[config.mk]
export PLATFORM = sky130hd
export DESIGN_NAME = ddr_rd_gather_flat
export DESIGN_NICKNAME = d
export VERILOG_FILES = /design/src/rtl/ddr_rd_gather_if.sv /design/src/rtl/ddr_rd_gather.sv /design/src/flat_wrapper.sv
export SDC_FILE = /design/constraint.sdc
export NUM_CORES = 1
export LEC_CHECK = 0
export CAP_MARGIN = 10
export CORE_MARGIN = 2
export CORE_UTILIZATION = 37
export DETAILED_ROUTE_END_ITERATION = 12
export PLACE_DENSITY = 0.82
export SYNTH_ARGS = -nofsm -noshare
export SYNTH_HDL_FRONTEND = slang
export SYNTH_SLANG_ARGS = --single-unit
[constraint.sdc]
create_clock -name clk -period 1.9 [get_ports clk]
set_input_delay 0.475 -clock clk [delete_from_list [all_inputs] [get_ports clk]]
set_output_delay 0.475 -clock clk [all_outputs]
set_load 0.03 [all_outputs]
[src/rtl/ddr_rd_gather_if.sv]
// Read-path bundle between the DDR capture flops / command issue and the gather stage.
// Tag signals exist only when DDR_RD_GATHER_TAG_EN is defined.
interface ddr_rd_gather_if #(
   parameter int unsigned DQ_WIDTH  = 16
`ifdef DDR_RD_GATHER_TAG_EN
  ,parameter int unsigned TAG_WIDTH = 4
`endif
);
   logic                  rd_cmd;
   logic [3:0]            cas_lat;
   logic [DQ_WIDTH-1:0]   dq_rise;
   logic [DQ_WIDTH-1:0]   dq_fall;
   logic [2*DQ_WIDTH-1:0] rd_data;
   logic                  rd_valid;
   logic                  rd_last;
   logic                  rd_err;
   logic                  busy;
`ifdef DDR_RD_GATHER_TAG_EN
   logic [TAG_WIDTH-1:0]  rd_tag_in;
   logic [TAG_WIDTH-1:0]  rd_tag;

   modport master (output rd_cmd, cas_lat, dq_rise, dq_fall, rd_tag_in,
                   input  rd_data, rd_valid, rd_last, rd_err, busy, rd_tag);
   modport slave  (input  rd_cmd, cas_lat, dq_rise, dq_fall, rd_tag_in,
                   output rd_data, rd_valid, rd_last, rd_err, busy, rd_tag);
`else
   modport master (output rd_cmd, cas_lat, dq_rise, dq_fall,
                   input  rd_data, rd_valid, rd_last, rd_err, busy);
   modport slave  (input  rd_cmd, cas_lat, dq_rise, dq_fall,
                   output rd_data, rd_valid, rd_last, rd_err, busy);
`endif
endinterface

[src/rtl/ddr_rd_gather.sv]
// DDR read-data gather: times the read window from rd_cmd + CAS latency and frames
// captured rise/fall pairs into valid/last words. Optional read tag: DDR_RD_GATHER_TAG_EN.
module ddr_rd_gather #(
   parameter int unsigned DQ_WIDTH  = 16,
   parameter int unsigned BURST_LEN = 4,
   parameter int unsigned CL_MAX    = 7
`ifdef DDR_RD_GATHER_TAG_EN
  ,parameter int unsigned TAG_WIDTH = 4
`endif
) (
   input logic             clk,
   input logic             rst_n,
   ddr_rd_gather_if.slave  bus
);
   localparam int unsigned N     = BURST_LEN / 2;
   localparam int unsigned CNT_W = ($clog2(N + 1) < 2) ? 2 : $clog2(N + 1);
   localparam int unsigned IDX_W = (CL_MAX > 1) ? $clog2(CL_MAX) : 1;
   localparam int unsigned DW    = 2 * DQ_WIDTH;

   logic [CL_MAX-1:0] dl_q, dl_d;
   logic [CNT_W-1:0]  cnt_q, cnt_d;
   logic [DW-1:0]     data_q, data_d;
   logic              valid_q, valid_d;
   logic              last_q, last_d;
   logic              err_q, err_d;
   logic              busy_q, busy_d;
   logic [IDX_W-1:0]  tap_idx;
   logic              tap;

   // Clamp CAS latency to 1..CL_MAX and select the matching delay-line stage.
   always_comb begin
      tap_idx = '0;
      if (bus.cas_lat == 4'd0)
         tap_idx = '0;
      else if (32'(bus.cas_lat) > CL_MAX)
         tap_idx = IDX_W'(CL_MAX - 1);
      else
         tap_idx = IDX_W'(bus.cas_lat - 4'd1);
      tap = dl_q[tap_idx];
   end

   // Window tracking: a tap reloads the beat counter; a tap arriving while
   // the counter is still >1 truncates the older burst and flags an overlap.
   always_comb begin
      dl_d    = CL_MAX'({dl_q, bus.rd_cmd});
      cnt_d   = cnt_q;
      data_d  = data_q;
      valid_d = 1'b0;
      last_d  = 1'b0;
      err_d   = 1'b0;
      if (tap) begin
         cnt_d   = CNT_W'(N);
         valid_d = 1'b1;
         last_d  = (N == 1);
         err_d   = (cnt_q > CNT_W'(1));
      end else begin
         if (cnt_q != '0)
            cnt_d = cnt_q - CNT_W'(1);
         valid_d = (cnt_q > CNT_W'(1));
         last_d  = (N > 1) && (cnt_q == CNT_W'(2));
      end
      if (valid_d)
         data_d = {bus.dq_fall, bus.dq_rise};
      busy_d = (|dl_d) || (cnt_d != '0);
   end

   always_ff @(posedge clk or negedge rst_n) begin
      if (!rst_n) begin
         dl_q    <= '0;
         cnt_q   <= '0;
         data_q  <= '0;
         valid_q <= 1'b0;
         last_q  <= 1'b0;
         err_q   <= 1'b0;
         busy_q  <= 1'b0;
      end else begin
         dl_q    <= dl_d;
         cnt_q   <= cnt_d;
         data_q  <= data_d;
         valid_q <= valid_d;
         last_q  <= last_d;
         err_q   <= err_d;
         busy_q  <= busy_d;
      end
   end

   assign bus.rd_data  = data_q;
   assign bus.rd_valid = valid_q;
   assign bus.rd_last  = last_q;
   assign bus.rd_err   = err_q;
   assign bus.busy     = busy_q;

`ifdef DDR_RD_GATHER_TAG_EN
   logic [TAG_WIDTH-1:0] tag_dl_q [CL_MAX];
   logic [TAG_WIDTH-1:0] tag_dl_d [CL_MAX];
   logic [TAG_WIDTH-1:0] tag_q, tag_d;

   // Tag shifts alongside the command; captured at the tap and held for the burst.
   always_comb begin
      tag_dl_d[0] = bus.rd_tag_in;
      for (int i = 1; i < int'(CL_MAX); i++)
         tag_dl_d[i] = tag_dl_q[i-1];
      tag_d = tap ? tag_dl_q[tap_idx] : tag_q;
   end

   always_ff @(posedge clk or negedge rst_n) begin
      if (!rst_n) begin
         for (int i = 0; i < int'(CL_MAX); i++)
            tag_dl_q[i] <= '0;
         tag_q <= '0;
      end else begin
         for (int i = 0; i < int'(CL_MAX); i++)
            tag_dl_q[i] <= tag_dl_d[i];
         tag_q <= tag_d;
      end
   end

   assign bus.rd_tag = tag_q;
`endif
endmodule
[src/flat_wrapper.sv]
// flat-port wrapper written by rule: the top's interface ports become plain ports
module ddr_rd_gather_flat 
#(
   parameter int unsigned DQ_WIDTH  = 16,
   parameter int unsigned BURST_LEN = 4,
   parameter int unsigned CL_MAX    = 7

)
  (clk, rst_n, bus_rd_cmd, bus_cas_lat, bus_dq_rise, bus_dq_fall, bus_rd_data, bus_rd_valid, bus_rd_last, bus_rd_err, bus_busy);
  ddr_rd_gather_if #(.DQ_WIDTH(DQ_WIDTH)) bus_i ();
  input logic clk;
  input logic rst_n;
  input wire logic [$bits(bus_i.rd_cmd)-1:0] bus_rd_cmd;
  input wire logic [$bits(bus_i.cas_lat)-1:0] bus_cas_lat;
  input wire logic [$bits(bus_i.dq_rise)-1:0] bus_dq_rise;
  input wire logic [$bits(bus_i.dq_fall)-1:0] bus_dq_fall;
  output wire logic [$bits(bus_i.rd_data)-1:0] bus_rd_data;
  output wire logic [$bits(bus_i.rd_valid)-1:0] bus_rd_valid;
  output wire logic [$bits(bus_i.rd_last)-1:0] bus_rd_last;
  output wire logic [$bits(bus_i.rd_err)-1:0] bus_rd_err;
  output wire logic [$bits(bus_i.busy)-1:0] bus_busy;
  assign bus_i.rd_cmd = bus_rd_cmd;
  assign bus_i.cas_lat = bus_cas_lat;
  assign bus_i.dq_rise = bus_dq_rise;
  assign bus_i.dq_fall = bus_dq_fall;
  assign bus_rd_data = bus_i.rd_data;
  assign bus_rd_valid = bus_i.rd_valid;
  assign bus_rd_last = bus_i.rd_last;
  assign bus_rd_err = bus_i.rd_err;
  assign bus_busy = bus_i.busy;
  ddr_rd_gather #(.DQ_WIDTH(DQ_WIDTH), .BURST_LEN(BURST_LEN), .CL_MAX(CL_MAX)) u_core (.clk(clk), .rst_n(rst_n), .bus(bus_i));
endmodule
# After elaboration in Yosys (flattened, before gate mapping)

Index checks and enable logic that the tools add are counted.

Flip-flop bits (word level): 45

Add/sub/neg operators: 2
Order comparisons: 3
Eq/ne operators: 1
Multiplexer cells: 9
Reduce and logical (&&, ||, !) cells: 5

Operators by type and width:

| operator                                                    | count |
|---|---|
| OR reduction 7 bit                                          | 1 |
| two-way mux 3 bit                                           | 2 |
| > comparator 4 x 3 -> 1 bit (second input constant)         | 1 |
| logical NOT 4 bit                                           | 1 |
| less-than comparator 3 x 4 -> 1 bit (second input constant) | 1 |
| two-way mux 1 bit                                           | 4 |
| two-way mux 2 bit                                           | 2 |
| nonzero test 2 bit                                          | 2 |
| binary-select mux 1 bit (select 3 bit)                      | 1 |
| subtractor 3 x 1 -> 3 bit (second input constant)           | 1 |
| equality test 2 bit (second input constant)                 | 1 |
| > comparator 2 x 1 -> 1 bit (second input constant)         | 1 |
| subtractor 2 x 1 -> 2 bit (second input constant)           | 1 |
| logical OR 1 bit                                            | 1 |

# Longest topological paths before layout

Gate-level depths: netlist (run 1).

Depth after elaboration: 8
Depth in mapped cells: 9
Gate-level depth less buffers: 7

# Least setup slack after synthesis (run 1)

OpenSTA, ideal clock, no wires.

Path type: input -> register
Start point: input bus_cas_lat[0]
End point: register u_core.data_q[10], in the netlist u_core.bus.rd_data[10]
Library setup time: 0.125 ns
Data arrival time: 2.514 ns
Data required time: 1.775 ns
Slack: -0.738 ns
Stages: 9
Buffers on the path: 2
Path through: buf_6 -> inv_1 -> ha_1 -> or4_1 -> o311ai_1 -> a2111oi_2 -> nor3_4 -> buf_6 -> mux2_2

Longest elaborated chain between the ends: 6
Elaborated cells between the ends (all ways): 8
Classes of those cells: add/sub: 1; order compare: 1; mux: 5; reduce/logical: 1

Ends and longest elaborated chain:

| what                                                                     | RTL line                                 | source |
|---|---|---|
| start: declaration                                                       | flat_wrapper.sv:14                       | `input wire logic [$bits(bus_i.cas_lat)-1:0] bus_cas_lat;` |
| > comparator 4 x 3 -> 1 bit or subtractor 3 x 1 -> 3 bit (tied branches) | ddr_rd_gather.sv:35, ddr_rd_gather.sv:38 |  |
| two-way mux 3 bit                                                        | ddr_rd_gather.sv:35                      | `else if (32'(bus.cas_lat) > CL_MAX)` |
| two-way mux 3 bit (*)                                                    | ddr_rd_gather.sv:33                      | `if (bus.cas_lat == 4'd0)` |
| binary-select mux 1 bit (select 3 bit) (*)                               | ddr_rd_gather.sv:39                      | `tap = dl_q[tap_idx];` |
| two-way mux 1 bit (implied by the code) (*)                              | ddr_rd_gather.sv:39                      |  |
| two-way mux 1 bit (*)                                                    | ddr_rd_gather.sv:51                      | `if (tap) begin` |
| end signal: assignment                                                   | ddr_rd_gather.sv:79                      | `data_q <= data_d;` |
| end: declaration                                                         | ddr_rd_gather.sv:22                      | `logic [DW-1:0] data_q, data_d;` |

Mark *: on every way between the ends. The rest lies on a longest branch, timed or not. The select of a mux whose other input is x is not followed.
A chain may end at the register's enable or synchronous reset.

# Worst setup path after layout (run 1)

Start point: input bus_cas_lat[0]
End point: register u_core.data_q[18], in the netlist u_core.bus.rd_data[18]

Same word-level chain as after synthesis.

==> results of run 1 <==
==> metal layers <==
layer | wire [µm] | GRT usage (%)
met5 | 0 | 0
met3 | 322 | 6.389
met2 | 2416 | 35.39
met1 | 1868 | 24.66
met4 | 112 | 7.128
==> area by class of cell <==
type,count,area (µm²),area share [%]
well taps,52,65.06,2.204
clock inverters,2,35.03,1.187
repair buffers,97,943.4,31.96
multi-input cells,58,718.2,24.33
inverters,3,16.27,0.5511
clock buffers,6,72.57,2.459
flip-flops and latches,44,1101,37.30
==> repair_timing <==
| item | 4_1_cts | 5_1_grt |
|---|---|---|
| resized for setup | 54 | 9 |
| pin swaps | 5 | 3 |
| setup buffers | 8 | 0 |
| endpoints found under the setup margin | 37 | 35 |
| gates cloned | 4 | 0 |
==> cells in the mapped netlist <==
cell type	count
nor4_1	2
a2111oi_0	1
o21ai_0	2
nand2b_1	1
nor3_4	1
nor2_1	3
nand2_1	3
a21oi_1	1
a2111oi_2	1
buf_6	4
nand4bb_1	1
inv_1	3
dfrtp_1	44
mux2_1	8
mux2_2	24
a31o_2	1
nor4b_1	1
o311ai_1	1
nor2b_1	1
mux2i_1	1
or4_1	1
nor4bb_1	1
ha_1	1
nand3_1	1
and2_1	1
==> how the worst max path moves through the flow <==
stage,slack (ns),startpoint,cells past startpoint,endpoint
finish,-0.28,bus_cas_lat[0],10,u_core.bus.rd_data[18]
global route,-0.32,bus_cas_lat[0],10,u_core.bus.rd_data[5]
CTS,-0.39,bus_cas_lat[0],11,u_core.bus.rd_data[18]
detailed placement,-1.16,bus_cas_lat[0],9,u_core.bus.rd_data[5]
global placement,-1.06,bus_cas_lat[0],9,u_core.bus.rd_data[5]
floorplan,-0.66,bus_cas_lat[0],9,u_core.bus.rd_data[10]
==> logic make-up (layout without fill, tap and decap cells) <==
| logic type | after synthesis | after routing |
|---|---|---|
| multiplexers | 33 | 33 |
| adder cells (fa/ha/maj) | 1 | 1 |
| flip-flops | 44 | 44 |
| AND/OR/NAND/NOR | 17 | 17 |
| buffers and inverters | 7 | 108 |
| AO/OA/AOI/OAI | 7 | 7 |
==> power by group <==
| group | total, mW | switching [mW] | internal, mW | leakage, nW |
|---|---|---|---|---|
| logic | 1.05 | 0.496 | 0.555 | 0.718 |
| registers | 1.16 | 0.0859 | 1.07 | 0.512 |
| clock network | 0.692 | 0.302 | 0.390 | 0.0552 |
| total | 2.90 | 0.884 | 2.01 | 1.28 |
==> flip-flops by register name (all words and copies together) (netlist names) <==
| register | cells |
|---|---|
| u_core.bus.rd_valid | 1 |
| u_core.bus.rd_data | 32 |
| u_core.bus.rd_err | 1 |
| u_core.dl_q | 7 |
| u_core.cnt_q | 1 |
| u_core.bus.busy | 1 |
| u_core.bus.rd_last | 1 |
==> worst max-delay path: cells and delay by family <==
kind                     cells  cell delay (ns)
AND/OR/NAND/NOR              2             0.68
buffers and inverters        4             0.47
multiplexers                 1             0.31
AO/OA/AOI/OAI                2             0.23
adder cells (fa/ha/maj)      1             0.19
==> through the flow <==
step / setup TNS, ns / area (µm²)
after global placement: -36.50 / 2610
after CTS: -11.07 / 3040
after floorplan: -21.01 / 1722
final: -7.707 / 2952
after detailed placement: -39.67 / 2610
after global routing: -9.212 / 2952
==> impl_metrics.py, run 1 <==
metrics = {
    "run_status": {
        "outcome": "complete, but fails checks",
        "violations": "setup timing",
    },
    "cells_and_area": {
        "final_common_cell": "clkdlybuf4s50_1",
        "diodes": 0,
        "nNetsFinal": 249,
        "stdcell_count": 262,
        "fillers": 299,
        "final_cell_mix": "69 x clkdlybuf4s50_1, 44 x dfrtp_1, 24 x mux2_4",
        "post-route-util_pct": 66.87,
        "syn_to_final_growth_pct": 72.69,
        "final_layout_size_suffix_gt1_share_pct": 36.19,
    },
    "routing": {
        "drtPass1Iterations": 4,
        "route.detailed.drc": 0,
        "first_iter_violations": 53,
        "wl_per_cell_um": 18.02,
        "drt-total-wl_mm": 4.720,
        "via_count": 1309,
        "vias_per_cell": 4.996,
        "antenna_left": 0,
    },
    "critical_path": {
        "worstPathMaxFanout": 5,
        "worstPathArrival_ns": 2.36,
        "cp_common_cell": "buf_6",
        "rr_endpoint": "u_core.bus.rd_data[18]",
        "reg2reg_depth": 8,
        "slowest_delay_ns": 0.49,
        "r2r_start": "u_core.dl_q[2]",
        "worstPathCellList": "buf_8 > inv_4 > ha_4 > or4_4 > o311ai_4 > a2111oi_4 > nor3_4 > buf_6 > buf_6 > mux2_4",
        "crit_required_ns": 2.07,
        "start_kind": "primary input",
        "rrSetupSlack_ns": -0.15,
        "end_kind": "flip-flop",
        "crit_slowest_cell": "or4_4",
        "critical_path_class": "primary input to flip-flop",
    },
    "grt": {
        "grt_pass1_vias": 1489,
        "overflow": 0,
        "grt_max_degree": 45,
        "grt_pass1_wl_mm": 7.914,
        "antenna_found_initial": 0,
        "grt_use_total_pct": 20.63,
    },
    "place": {
        "gp_congestion": 0.7741,
        "hpwl_mm": 3.032,
        "place.port_buffers": 74,
        "dp_slack_ns": -1.159,
        "dp.cells": 247,
    },
    "synthesis": {
        "synth_cell_types": 25,
        "synth_area_mm2": 0.001709,
        "ys_seq_elements": 44,
        "synthMuxAreaShare_pct": 21.67,
        "yosysTopAreaCell": "dfrtp_1",
        "yosysWarnings": 0,
        "yosys.area_share.simple_pct": 6.589,
        "synth_top_family_by_area": "multiplexers",
        "synth-seq-area-share_pct": 64.42,
        "ys_top_cells_by_area": "dfrtp_1 64%, mux2_2 16%, mux2_1 5.3%",
        "netlist_instances": 109,
        "synth_fa_ha_area_share_pct": 0.7321,
        "synth_compound_area_share_pct": 3.294,
        "postSynthAreaPerCell_um2": 15.68,
        "synth_nets": 149,
        "synth_top_cell_area_share_pct": 64.42,
        "synth_xor_area_share_pct": 0,
    },
    "power_and_ir_drop": {
        "vdd.ir_drop.worst_v": 0.0005621,
        "p_leak_nw": 1.284,
        "p_per_area_mw_per_mm2": 981.9,
        "finalPower_mw": 2.898,
    },
    "floorplanning": {
        "dieHeight_um": 71.97,
        "start_util_pct": 38.72,
        "boundaryPins": 75,
        "rows": 24,
        "die_w_um": 71.97,
        "die-area_mm2": 0.005179,
        "core_area_mm2": 0.004414,
    },
    "sta": {
        "finalSetupViolCount": 32,
        "fmax_ghz": 0.4581,
        "period_share_pct": 114.9,
        "rsz0062_at_grt": "yes",
        "setup_slack_ns": -0.2830,
        "finalClockSkew_ns": 0.007821,
        "period_needed_ns": 2.183,
        "hold_violations": 0,
        "slew_violations": 0,
        "max_slew.worst_pin.slew_ns": 0.5529,
        "max_slew_margin_pct": 63.14,
        "hold_ws_ns": 0.2662,
    },
    "clocking": {
        "cts_buffer_depth": 2,
        "cts-root-buf": "clkbuf_8",
        "cts_max_level": 2,
        "hold_buffers": 0,
        "insertion_delay_ns": 0.29,
        "clock-sinks": 44,
        "cts_tree": "done",
        "numCtsBuffers": 5,
        "clk_pin_slew_ns": 0.08,
    },
    "hold_path": {
        "hp-class": "primary input to async pin",
    },
    "job": {
        "maxCapViolations": 0,
    },
}
Power figures use the tool's default switching activity.
==> run 2: changes to the inputs <==
--- a/config.mk
+++ b/config.mk
@@ -10,6 +10,7 @@
 export CORE_UTILIZATION = 37
 export DETAILED_ROUTE_END_ITERATION = 12
 export PLACE_DENSITY = 0.82
+export SLEW_MARGIN = 20
 export SYNTH_ARGS = -nofsm -noshare
 export SYNTH_HDL_FRONTEND = slang
 export SYNTH_SLANG_ARGS = --single-unit
==> results of run 2 <==
Final layout, timing and power as in run 1 (identical DEF).
==> run 3: changes to the inputs <==
--- a/config.mk
+++ b/config.mk
@@ -10,7 +10,7 @@
 export CORE_UTILIZATION = 37
 export DETAILED_ROUTE_END_ITERATION = 12
 export PLACE_DENSITY = 0.82
-export SLEW_MARGIN = 20
+export SLEW_MARGIN = 5
 export SYNTH_ARGS = -nofsm -noshare
 export SYNTH_HDL_FRONTEND = slang
 export SYNTH_SLANG_ARGS = --single-unit
==> results of run 3 <==
Final layout, timing and power as in run 1 (identical DEF).
